$ cat config.mk
export PLATFORM = sky130hd
export DESIGN_NAME = fixed_point_addsub_pipe_flat
export DESIGN_NICKNAME = d
export VERILOG_FILES = /design/src/rtl/fixed_point_addsub_pipe_pkg.sv /design/src/rtl/fixed_point_addsub_pipe_if.sv /design/src/rtl/fixed_point_addsub_pipe_sat_wrap.sv /design/src/rtl/fixed_point_addsub_pipe.sv /design/src/flat_wrapper.sv
export SDC_FILE = /design/constraint.sdc
export NUM_CORES = 1
export LEC_CHECK = 0
export CAP_MARGIN = 20
export CORE_ASPECT_RATIO = 2
export CORE_UTILIZATION = 46
export CTS_CLUSTER_DIAMETER = 30
export DETAILED_ROUTE_END_ITERATION = 8
export HOLD_SLACK_MARGIN = 0.1
export PLACE_DENSITY_LB_ADDON = 0.1
export RECOVER_POWER = 25
export SLEW_MARGIN = 20
export SYNTH_ARGS = -nofsm -noshare
export SYNTH_HDL_FRONTEND = slang
export SYNTH_SLANG_ARGS = --single-unit
export TNS_END_PERCENT = 5
$ cat constraint.sdc
create_clock -name clk -period 3.8 [get_ports clk]
set_clock_uncertainty 0.15 [all_clocks]
set_input_delay 0.95 -clock clk [delete_from_list [all_inputs] [get_ports clk]]
set_output_delay 0.95 -clock clk [all_outputs]
set_load 0.02 [all_outputs]
$ cat src/rtl/fixed_point_addsub_pipe_pkg.sv
// +----------------------------------------------------------------------------+
// | Module : fxp_pkg                                                           |
// | Desc   : Shared op encoding and stage-1 record type for the fixed-point     |
// |          add/sub pipeline.                                                 |
// | Rev    : 1.0  initial release                                              |
// +----------------------------------------------------------------------------+
`default_nettype none

// Width-parametrised stage-1 record: N+1-bit sum plus its valid flag.
`ifndef FXP_S1_T
`define FXP_S1_T(W) struct packed { logic [(W):0] sum; logic valid; }
`endif

package fxp_pkg;
    localparam logic FXP_OP_SUB = 1'b0;
    localparam logic FXP_OP_ADD = 1'b1;
endpackage

`default_nettype wire

$ cat src/rtl/fixed_point_addsub_pipe_if.sv
// +----------------------------------------------------------------------------+
// | Module : fixed_point_addsub_pipe_if                                        |
// | Desc   : Operand/result valid-ready bus for the fixed-point add/sub pipe.   |
// | Rev    : 1.0  initial release                                              |
// +----------------------------------------------------------------------------+
`default_nettype none

interface fixed_point_addsub_pipe_if #(
    parameter int N = 16
);
    logic         in_valid;
    logic         in_ready;
    logic [N-1:0] in_a;
    logic [N-1:0] in_b;
    logic         in_op;
    logic         out_valid;
    logic         out_ready;
    logic [N-1:0] out_c;
    logic         out_ovf;

    modport master (
        output in_valid, in_a, in_b, in_op, out_ready,
        input  in_ready, out_valid, out_c, out_ovf
    );

    modport slave (
        input  in_valid, in_a, in_b, in_op, out_ready,
        output in_ready, out_valid, out_c, out_ovf
    );
endinterface

`default_nettype wire

$ cat src/rtl/fixed_point_addsub_pipe_sat_wrap.sv
// +----------------------------------------------------------------------------+
// | Module : fxp_sat_wrap                                                      |
// | Desc   : Narrows an N+1-bit sum to N bits with overflow flag; saturates    |
// |          when FXP_ADDSUB_SAT_EN is defined, wraps otherwise.               |
// | Rev    : 1.0  initial release                                              |
// +----------------------------------------------------------------------------+
`default_nettype none

module fxp_sat_wrap #(
    parameter int N = 16
) (
    input  wire logic [N:0]   i_sum,
    output logic      [N-1:0] o_c,
    output logic              o_ovf
);
    // The two top bits disagree exactly when the value needs N+1 bits.
    assign o_ovf = i_sum[N] ^ i_sum[N-1];

`ifdef FXP_ADDSUB_SAT_EN
    always_comb begin
        o_c = i_sum[N-1:0];
        if (o_ovf) begin
            o_c = {i_sum[N], {(N-1){~i_sum[N]}}};
        end
    end
`else
    assign o_c = i_sum[N-1:0];
`endif

endmodule

`default_nettype wire

$ cat src/rtl/fixed_point_addsub_pipe.sv
// +----------------------------------------------------------------------------+
// | Module : fixed_point_addsub_pipe                                           |
// | Desc   : Two-stage valid/ready signed Qm.Q add/subtract with overflow.     |
// |          Optional saturation: define FXP_ADDSUB_SAT_EN.                    |
// | Rev    : 1.0  initial release                                              |
// +----------------------------------------------------------------------------+
`default_nettype none

module fixed_point_addsub_pipe
    import fxp_pkg::*;
#(
    parameter int N = 16,
    parameter int Q = 8
) (
    input wire logic                 clk,
    input wire logic                 rst_n,
    fixed_point_addsub_pipe_if.slave bus
);
    typedef `FXP_S1_T(N) s1_t;

    // Q only fixes the binary point for the user; the arithmetic is scale-free.
    if (Q >= N || N < 4) begin : g_param_range_bad
    end

    s1_t          r_s1;
    logic         r_s2_valid;
    logic [N-1:0] r_out_c;
    logic         r_out_ovf;

    logic         w_adv1;
    logic         w_adv2;
    logic         w_in_xfer;
    logic [N:0]   w_ext_a;
    logic [N:0]   w_ext_b;
    logic [N:0]   w_b_term;
    logic [N:0]   w_sum;
    logic [N-1:0] w_c;
    logic         w_ovf;

    assign w_adv2    = ~r_s2_valid | bus.out_ready;
    assign w_adv1    = ~r_s1.valid | w_adv2;
    assign w_in_xfer = bus.in_valid & w_adv1;

    assign w_ext_a = {bus.in_a[N-1], bus.in_a};
    assign w_ext_b = {bus.in_b[N-1], bus.in_b};

    // At N+1 bits negating the most negative N-bit value is exact.
    always_comb begin
        w_b_term = w_ext_b;
        unique case (bus.in_op)
            FXP_OP_ADD: w_b_term = w_ext_b;
            FXP_OP_SUB: w_b_term = -w_ext_b;
        endcase
    end

    assign w_sum = w_ext_a + w_b_term;

    fxp_sat_wrap #(
        .N (N)
    ) u_sat_wrap (
        .i_sum (r_s1.sum),
        .o_c   (w_c),
        .o_ovf (w_ovf)
    );

    always_ff @(posedge clk) begin
        if (!rst_n) begin
            r_s1       <= '0;
            r_s2_valid <= 1'b0;
            r_out_c    <= '0;
            r_out_ovf  <= 1'b0;
        end else begin
            if (w_in_xfer) begin
                r_s1.sum   <= w_sum;
                r_s1.valid <= 1'b1;
            end else if (w_adv1) begin
                r_s1.valid <= 1'b0;
            end

            if (w_adv2) begin
                r_s2_valid <= r_s1.valid;
                if (r_s1.valid) begin
                    r_out_c   <= w_c;
                    r_out_ovf <= w_ovf;
                end
            end
        end
    end

    assign bus.in_ready  = w_adv1;
    assign bus.out_valid = r_s2_valid;
    assign bus.out_c     = r_out_c;
    assign bus.out_ovf   = r_out_ovf;

endmodule

`default_nettype wire

$ cat src/flat_wrapper.sv
// flat-port wrapper written by rule: the top's interface ports become plain ports
module fixed_point_addsub_pipe_flat import fxp_pkg::*;
#(
    parameter int N = 16,
    parameter int Q = 8
)
  (clk, rst_n, bus_in_valid, bus_in_a, bus_in_b, bus_in_op, bus_out_ready, bus_in_ready, bus_out_valid, bus_out_c, bus_out_ovf);
  fixed_point_addsub_pipe_if #(.N(N)) bus_i ();
  input wire logic clk;
  input wire logic rst_n;
  input wire logic [$bits(bus_i.in_valid)-1:0] bus_in_valid;
  input wire logic [$bits(bus_i.in_a)-1:0] bus_in_a;
  input wire logic [$bits(bus_i.in_b)-1:0] bus_in_b;
  input wire logic [$bits(bus_i.in_op)-1:0] bus_in_op;
  input wire logic [$bits(bus_i.out_ready)-1:0] bus_out_ready;
  output wire logic [$bits(bus_i.in_ready)-1:0] bus_in_ready;
  output wire logic [$bits(bus_i.out_valid)-1:0] bus_out_valid;
  output wire logic [$bits(bus_i.out_c)-1:0] bus_out_c;
  output wire logic [$bits(bus_i.out_ovf)-1:0] bus_out_ovf;
  assign bus_i.in_valid = bus_in_valid;
  assign bus_i.in_a = bus_in_a;
  assign bus_i.in_b = bus_in_b;
  assign bus_i.in_op = bus_in_op;
  assign bus_i.out_ready = bus_out_ready;
  assign bus_in_ready = bus_i.in_ready;
  assign bus_out_valid = bus_i.out_valid;
  assign bus_out_c = bus_i.out_c;
  assign bus_out_ovf = bus_i.out_ovf;
  fixed_point_addsub_pipe #(.N(N), .Q(Q)) u_core (.clk(clk), .rst_n(rst_n), .bus(bus_i));
endmodule
======== Word level (Yosys, flattened, before mapping) ========
Index checks and enable logic that the tools add are counted.
word-level totals
  register bits after elaboration ......... 36
  bits of input ports ..................... 37
  word-level logic and storage cells ...... 19
cells by class
  add/subtract/negate cells ............... 2
  multiplexer cells ....................... 3
  bitwise logic cells ..................... 7
  reductions and logical operators ........ 2
operators by type and width
  kind                                 number
  one-hot mux 17 bit (2 select lines)  1
  adder 17 bit                         1
  negation 17 bit                      1
  NOT 1 bit                            3
  2-to-1 mux 1 bit                     2
  bitwise OR 1 bit                     2
  AND reduction 2 bit                  1
  nonzero test 2 bit                   1
  bitwise AND 1 bit                    1
  bitwise XOR 1 bit                    1

======== Logic depth before layout (Yosys ltp) ========
Gate-level depths: netlist of the first run.
  depth in word-level cells ............... 5
  gate-level depth with buffers ........... 14

======== Hierarchy ========
Synthesis of the first run repeated with hierarchy kept, for this count alone.
unflattened totals
  cell total of the unflattened synthesis .. 335
  area, all modules ....................... 2552.4 µm²
modules (own cells, without submodules)
  module                   instances  cells an instance  area each (µm²)  sequential area each (µm²)
  fixed_point_addsub_pipe  1          318                2423.6           720.7
  fxp_sat_wrap             1          17                 128.9            0.0

======== Least setup slack after synthesis of the first run ========
Ideal clock, no wire load.
  kind .................................... in2reg
  start point ............................. input port bus_in_b[0]
  end point ............................... register u_core.r_s1[12] (netlist bit)
  arrival ................................. 3543 ps
  setup slack ............................. -11 ps
  cell stages on the path ................. 14
  path through ............................ inv_1 > ha_1 > or4b_1 > buf_2 > nor2_1 > nor2_1 > xor2_1 > ha_1 > clkbuf_1 > a21o_1 > nor3_1 > a2111oi_0 > or3_1 > a32o_1
on the way
  cells in the longest elaborated chain, start to end .. 3
RTL lines
  item                                     RTL line                       RTL
  start, declared                          flat_wrapper.sv:13             input wire logic [$bits(bus_i.in_b)-1:0] bus_in_b;
  negation 17 bit                          fixed_point_addsub_pipe.sv:52  FXP_OP_SUB: w_b_term = -w_ext_b;
  one-hot mux 17 bit (2 select lines) (*)  fixed_point_addsub_pipe.sv:50  unique case (bus.in_op)
  adder 17 bit (*)                         fixed_point_addsub_pipe.sv:56  assign w_sum = w_ext_a + w_b_term;
  end, declared                            fixed_point_addsub_pipe.sv:25  s1_t r_s1;
Every way passes the cells marked *; elsewhere a longest branch is shown, timed or not.
A chain may end at the register's enable or synchronous reset.

======== Worst setup path after layout of the first run ========
  start point ............................. input port bus_in_b[5]
  end point ............................... register u_core.r_s1[12] (netlist bit)
Same word-level chain as after synthesis.

==> results of run 1 <==
==> kinds of logic after synthesis <==
family                     count (synthesis)  synth area share [%]
AOI/OAI and AO/OA                         98                  25.8
xor gates and xnor gates                  19                  6.76
adders and majority gates                 18                  9.46
buffers and inverters                     20                  3.10
DFF                                       36                  29.3
muxes                                      1                 0.458
and+or+nand+nor                          129                  25.1
==> Yosys cell counts, types with 3 or more instances <==
master / instances / share of area [%]
xor2_1: 15 / 5.3
o211ai_1: 6 / 1.8
nand2_1: 52 / 7.9
o21a_1: 5 / 1.5
ha_1: 17 / 8.6
xnor2_1: 4 / 1.4
and3_1: 4 / 1.0
nand4_1: 3 / 0.76
o21ai_0: 10 / 2.0
dfxtp_1: 36 / 29
a211oi_1: 7 / 2.1
nand3_1: 10 / 2.0
nor3_1: 8 / 1.6
nor2_1: 27 / 4.1
a21oi_1: 39 / 7.9
a31oi_1: 4 / 1.0
a21o_1: 8 / 2.4
or2_2: 4 / 1.0
inv_1: 6 / 0.92
clkbuf_1: 11 / 1.7
or3_1: 4 / 1.0
==> cell type report <==
| type | instances | share of cell area [%] |
|---|---|---|
| Clock buffer | 5 | 1.79 |
| Clock inverter | 3 | 1.11 |
| Inverter | 6 | 0.586 |
| Multi-Input combinational cell | 265 | 46.7 |
| Sequential cell | 36 | 18.7 |
| Tap cell | 58 | 1.89 |
| Timing Repair Buffer | 128 | 29.2 |
==> worst min-delay path, cell delays in order (launching register included) <==
cell and delay (ns):
dfxtp_1 0.31, nand2_1 0.05, a21oi_1 0.05
==> flip-flops by register name (all words and copies together) (netlist names) <==
| signal | flops |
|---|---|
| u_core.bus.out_valid | 1 |
| u_core.bus.out_ovf | 1 |
| u_core.r_s1 | 18 |
| u_core.bus.out_c | 16 |
==> metrics by stage <==
| stage | area [um^2] | utilization, % |
|---|---|---|
| 3_5_place_dp | 3540 | 68.8 |
| 6_report | 3840 | 74.8 |
| 2_1_floorplan | 2470 | - |
| 3_3_place_gp | 3540 | 68.8 |
| 5_1_grt | 3840 | 74.8 |
| 4_1_cts | 3710 | 72.2 |
==> routing by layer <==
metal	GRT usage, %	part of all wire, %	routed length [um]	vias to the layer above
met4	15.2	4.6	296	0
met5	0	0	0	-
met1	24.3	37	2390	1232
met2	46.2	56	3640	75
met3	1.44	2.1	137	22
li1	-	-	-	1407
==> power groups by stage <==
stage	sequential, mW	combinational, mW	clock (mW)
3_3_place_gp	0.433	0.453	0
2_1_floorplan	0.440	0.242	0
3_5_place_dp	0.434	0.463	0
5_1_grt	0.429	0.553	0.354
4_1_cts	0.425	0.481	0.339
6_report	0.425	0.503	0.332
==> how the worst max path moves through the flow <==
stage,startpoint,slack (ns),depth (start not counted),to
3_3_place_gp,bus_in_b[0],-0.40,13,u_core.r_s1[12]$_SDFFE_PN0P_
4_1_cts,bus_in_b[2],-0.02,13,u_core.r_s1[17]$_SDFFE_PN0P_
2_1_floorplan,bus_in_b[0],0.03,14,u_core.r_s1[12]$_SDFFE_PN0P_
6_report,bus_in_b[5],0.09,11,u_core.r_s1[12]$_SDFFE_PN0P_
5_1_grt,bus_in_b[5],-0.02,13,u_core.r_s1[14]$_SDFFE_PN0P_
3_5_place_dp,bus_in_b[1],-0.50,13,u_core.r_s1[12]$_SDFFE_PN0P_
==> repair_timing <==
| action | 4_1_cts | 5_1_grt |
|---|---|---|
| buffers inserted | 1 | 7 |
| cloned | 0 | 0 |
| resized for setup | 12 | 22 |
| pin swaps | 4 | 20 |
| setup endpoints to repair | 6 | 8 |
==> summary.txt, run 1 <==
Run status
  • Outcome: finished, final reports clean

Pwr
  • Clock power frac: approximately a quarter
  • Sequential power share: 33.7%
  • Sw Share: 31.2%
  • Pleak: roughly 1.7 nW
  • P_int: between 800 and 900 uW
  • Worst VDD drop: between 400 and 500 uV
  • Comb power frac: 39.9%
  • Sw power: 393 uW
  • Total power: 1.26 mW
  • Power per cell area: 328 nW/um^2

Timing
  • FMAX: approximately 0.27 GHz
  • Slew Limit Headroom: 32.4%
  • Hold_ws: 0.301 ns
  • Pins Over Slew Limit: 0
  • Setup WS post-layout: 0.0851 ns
  • Tcrit/Tclk final: 97.8%
  • Setup tns final: 0 ns
  • Period minus WS final: 3.71 ns
  • Worst-margin pin slew: 1.01 ns
  • Fin. Hold Viols: 0
  • RSZ-0062 raised after global routing: true
  • Final setup vio count: 0

Layout
  • Most frequent cells in the layout: 71 x buf_4, 51 x nand2_1, 39 x clkdlybuf4s50_1, 36 x dfxtp_1, 35 x a21oi_1
  • Multi-input logic area: 1800 um^2
  • Area delta synth->final: 56.2%
  • Nets: 497
  • Register area: 721 um^2
  • Final std cells w/o fill: 501
  • Layout cell share with drive strength beyond 1: 25.3%
  • Most common cell after layout, fill and taps aside: buf_4
  • Fillers: 404
  • Ant. Diodes: 0

Yosys
  • Syn avg cell area: 7.67 um^2
  • Synthesized flop and latch total: 36
  • Syn nets: 376
  • Ys flop type: dfxtp_1
  • Cell variety after synth: 53
  • Post-synth EDFFs: 0
  • Mapped Cells: 321
  • Yosys warning count: 0
  • Register area share after synthesis: 29.3%
  • Synthesized cell area: 2460 um^2
  • Asr flop ratio synth: 0%

Floorplan
  • Overall die height: 105 um
  • Die width: 53.7 um
  • Die area: 5660 um^2
  • Row Count: 37
  • Initial core utilization: ~48%
  • # IOs: between 50 and 60
  • Total core area: 5140 um^2

Setup path
  • Reg-to-reg setup timing slack: 2.16 ns
  • R2R depth: 6
  • Startpoint class of the critical path: input pin
  • Crit path DAT: approximately 3.8 ns
  • Critical Path End Type: register
  • Buf/Inv on CP: 2
  • CP required: between 3 and 4 ns
  • Cell Chain, Critical Path: clkdlybuf4s50_1 -> or4_4 -> nor3_2 -> nor2_1 -> xor2_1 -> ha_1 -> buf_4 -> a21oi_1 -> o21ai_2 -> or3_1 -> a32o_1
  • Worst R2R Start: u_core.bus.out_valid$_SDFFE_PN0P_
  • Worst path max stage delay: approximately 0.60 ns
  • Slowest CP cell: or4_4
  • Critical path class: input pin to register
  • Cell family with most CP delay: simple AND/OR/NAND/NOR gates
  • R2R Path End: u_core.r_s1[17]$_SDFFE_PN0P_
  • Crit Path Max Fanout: 6

Drt
  • DRT antenna net count: 0
  • DRT iter0 DRCs: 44
  • Initial DRT Pass Iterations: 4
  • Routed vias: 2736
  • Drt wl/cell: 12.9 um
  • Via density: 5.46
  • Final WL: 6.46 mm
  • Post-route DRC: 0

Global route
  • Overflow after GRT: 0
  • GRT Util Overall: about a quarter
  • First-pass GRT wire length: 10.8 mm
  • Initial antenna violation count: 0
  • Vias in the first global route: 2658
  • Largest net degree at the start of global routing: 26

Placed design
  • Post-DP HPWL: 5.20 mm
  • Port Buf Inserts: 55
  • Place WS: -0.498 ns
  • GP Congestion: 0.900
  • Post-Place Cells: 485

Worst hold path
  • Worst Hold Endpoint: u_core.bus.out_c[5]$_SDFFE_PN0P_
  • Hold Path Class: register to register
  • Worst hold start: u_core.bus.out_c[5]$_SDFFE_PN0P_
  • Hold Crit Depth: 2

Clock network
  • Clock buffer depth: 2
  • Clock sink total: 36
  • CTS tree: yes
  • Cts bufs inserted: 5
  • Clock slew at reported path FFs: 0.07 ns
  • Max H-tree Level: 2
  • CTS Hold Bufs: 0
  • Clk root buf: clkbuf_8
  • Worst skew pair latency: 0.29 ns

Job
  • Max-cap violations: 0
No activity file was read; power rests on OpenSTA's default activity.
==> run 2: changes to the inputs <==
PLACE_DENSITY = 0.77   (was unset)
PLACE_DENSITY_LB_ADDON = unset   (was 0.1)
==> summary.txt, run 2 (synthesis results as in run 1) <==
Placed design
  • Place WS: -0.496 ns (+0.00121 ns)
  • GP Congestion: 0.891 (-0.99%)
  • Port Buf Inserts: 55 (unchanged)
  • Area post-placement: 3520 um^2 (-0.57%)
  • Post-DP HPWL: 5.39 mm (+3.5%)

Layout
  • Largest register FFs: 18 (unchanged)
  • Ant. Diodes: 0 (unchanged)
  • Area delta synth->final: 52.8%
  • Post-Route Utilization: 73.2% (-1.6 points)
  • Most flops, register: u_core.r_s1
  • Most frequent cells in the layout: 68 x buf_4, 52 x nand2_1, 42 x clkdlybuf4s50_1, 38 x a21oi_1, 36 x dfxtp_1
  • Fin area: 3760 um^2 (-2.2%)
  • Nets: 494 (-0.60%)
  • Most common cell after layout, fill and taps aside: buf_4
  • Layout cell share with drive strength beyond 1: 23.2% (-2.1 points)

Drt
  • Met2 WL post-DR: 3.90 mm (+7.1%)
  • Via density: 5.58 (+2.2%)
  • Initial DRT Pass Iterations: 4 (unchanged)
  • Drt wl/cell: 13.7 um (+6.0%)
  • Met3 WL: 162 um (+18%)
  • DRT iter0 DRCs: 47 (+6.8%)
  • Final WL: 6.81 mm (+5.3%)
  • Max Used Layer: met4
  • DRT antenna net count: 0 (unchanged)
  • Met1 Wirelength: 2.43 mm (+1.7%)
  • Routed vias: 2779 (+1.6%)
  • Post-route DRC: 0 (unchanged)

Timing
  • Worst-margin pin slew: 0.760 ns (-0.253 ns)
  • Setup WS post-layout: 0.0105 ns (-0.0746 ns)
  • Slew Limit Headroom: 49.3% (+17 points)
  • Fin. Hold Viols: 0 (unchanged)
  • RSZ-0062 raised after global routing: true
  • Period minus WS final: 3.79 ns (+0.0746 ns)
  • Final setup vio count: 0 (unchanged)
  • Pins Over Slew Limit: 0 (unchanged)
  • Setup tns final: 0 ns (unchanged)
  • Tcrit/Tclk final: 99.7% (+2.0 points)
  • Hold_ws: 0.303 ns (+0.00197 ns)
  • FMAX: 0.264 GHz (-2.0%)

Clock network
  • Worst skew pair latency: 0.29 ns (about the same)
  • Max H-tree Level: 2 (unchanged)
  • Clk root buf: clkbuf_8
  • CTS tree: yes
  • Clock buffer depth: 2 (unchanged)
  • Clock slew at reported path FFs: 0.06 ns (about the same)
  • Clock sink total: 36 (unchanged)
  • CTS Hold Bufs: 0 (unchanged)
  • Cts bufs inserted: 5 (unchanged)

Setup path
  • Critical path class: input pin to register
  • Reg-to-reg setup timing slack: 2.14 ns (-0.02 ns)
  • Critical Path End Type: register
  • CP required: 3.83 ns (about the same)
  • Startpoint class of the critical path: input pin
  • Crit path DAT: 3.82 ns (+0.07 ns)
  • Crit Path Max Fanout: 4 (-2)

Global route
  • GRT Util Overall: 25.7% (+0.80 points)
  • Overflow after GRT: 0 (unchanged)
  • Vias in the first global route: 2658 (unchanged)
  • Initial antenna violation count: 0 (unchanged)
  • Largest net degree at the start of global routing: 20 (-23%)
  • First-pass GRT wire length: 11.0 mm (+1.8%)

Job
  • Max-cap violations: 0 (unchanged)

Floorplan
  • Initial core utilization: 47.9% (unchanged)
  • Die area: 5660 um^2 (unchanged)
  • Die width: 53.7 um (unchanged)
  • # IOs: 56 (unchanged)
  • Total core area: 5140 um^2 (unchanged)
  • Overall die height: 105 um (unchanged)
  • Row Count: 37 (unchanged)

Pwr
  • Pleak: 1.61 nW (-3.6%)
  • Power per cell area: 321 nW/um^2 (-1.9%)
  • Sequential power share: 35.2% (+1.5 points)
  • Clock power frac: 22.7% (-3.6 points)
  • Sw power: 390 uW (-0.81%)
  • Sw Share: 32.2% (+1.1 points)
  • Comb power frac: 42.1% (+2.2 points)
  • Worst VDD drop: 260 uV (-39%)
  • P_int: 819 uW (-5.5%)

Worst hold path
  • Hold Path Class: register to register

Run status
  • Outcome: finished, final reports clean
-- run 2: timing repair --
action                     4_1_cts  5_1_grt
setup endpoints to repair        7        8
resized for setup               13       19
pin swaps                        7       14
buffers inserted                 1        5
-- run 2: final cells by class --
cell class	count	area, um^2
sequential	36	721
clock buffer	8	90.1
timing repair buffer	125	1080
inverter	6	22.5
multi-input combinational	265	1780
tap	58	72.6
fill	397	1380
-- run 2: worst paths after layout --
| kind | start | endpoint | cells past startpoint |
|---|---|---|---|
| hold / removal | u_core.r_s1[9]$_SDFFE_PN0P_ | u_core.r_s1[9]$_SDFFE_PN0P_ | 2 |
| hold reg to reg | u_core.r_s1[9]$_SDFFE_PN0P_ | u_core.r_s1[9]$_SDFFE_PN0P_ | 2 |
| setup reg to reg | u_core.bus.out_valid$_SDFFE_PN0P_ | u_core.bus.out_ovf$_SDFFE_PN0P_ | 5 |
| setup / recovery | bus_in_b[8] | u_core.r_s1[16]$_SDFFE_PN0P_ | 11 |
-- run 2: critical path, stage by stage --
cell	delay, ns
clkdlybuf4s50_1	0.42
or4_4	0.59
nor3_4	0.16
a21oi_1	0.12
xor2_1	0.15
ha_1	0.32
and4_4	0.24
nand4_1	0.11
a211o_1	0.26
a31o_2	0.25
a32o_1	0.24
-- run 2: power groups by stage --
| stage | Combinational, mW | Clock [mW] | Sequential, mW |
|---|---|---|---|
| after floorplan | 0.242 | 0 | 0.440 |
| after global placement | 0.448 | 0 | 0.432 |
| after detailed placement | 0.463 | 0 | 0.434 |
| after CTS | 0.481 | 0.277 | 0.426 |
| after global routing | 0.558 | 0.294 | 0.429 |
| final | 0.509 | 0.274 | 0.426 |
-- run 2: metrics by stage --
| step | power [mW] | instances |
|---|---|---|
| 2_1_floorplan | 0.682 | 321 |
| 3_3_place_gp | 0.880 | 484 |
| 3_5_place_dp | 0.897 | 484 |
| 4_1_cts | 1.18 | 493 |
| 5_1_grt | 1.28 | 498 |
| 6_report | 1.21 | 498 |
-- run 2: per-layer routing --
layer	GRT usage (%)	vias up
met3	1.44	25
met1	25.0	1264
li1	-	1403
met2	46.5	87
met5	0	-
met4	18.6	0
==> run 3: changes to the inputs <==
SKIP_LAST_GASP = 1   (was unset)
==> results of run 3 <==
Final layout, timing and power as in run 2 (identical DEF).
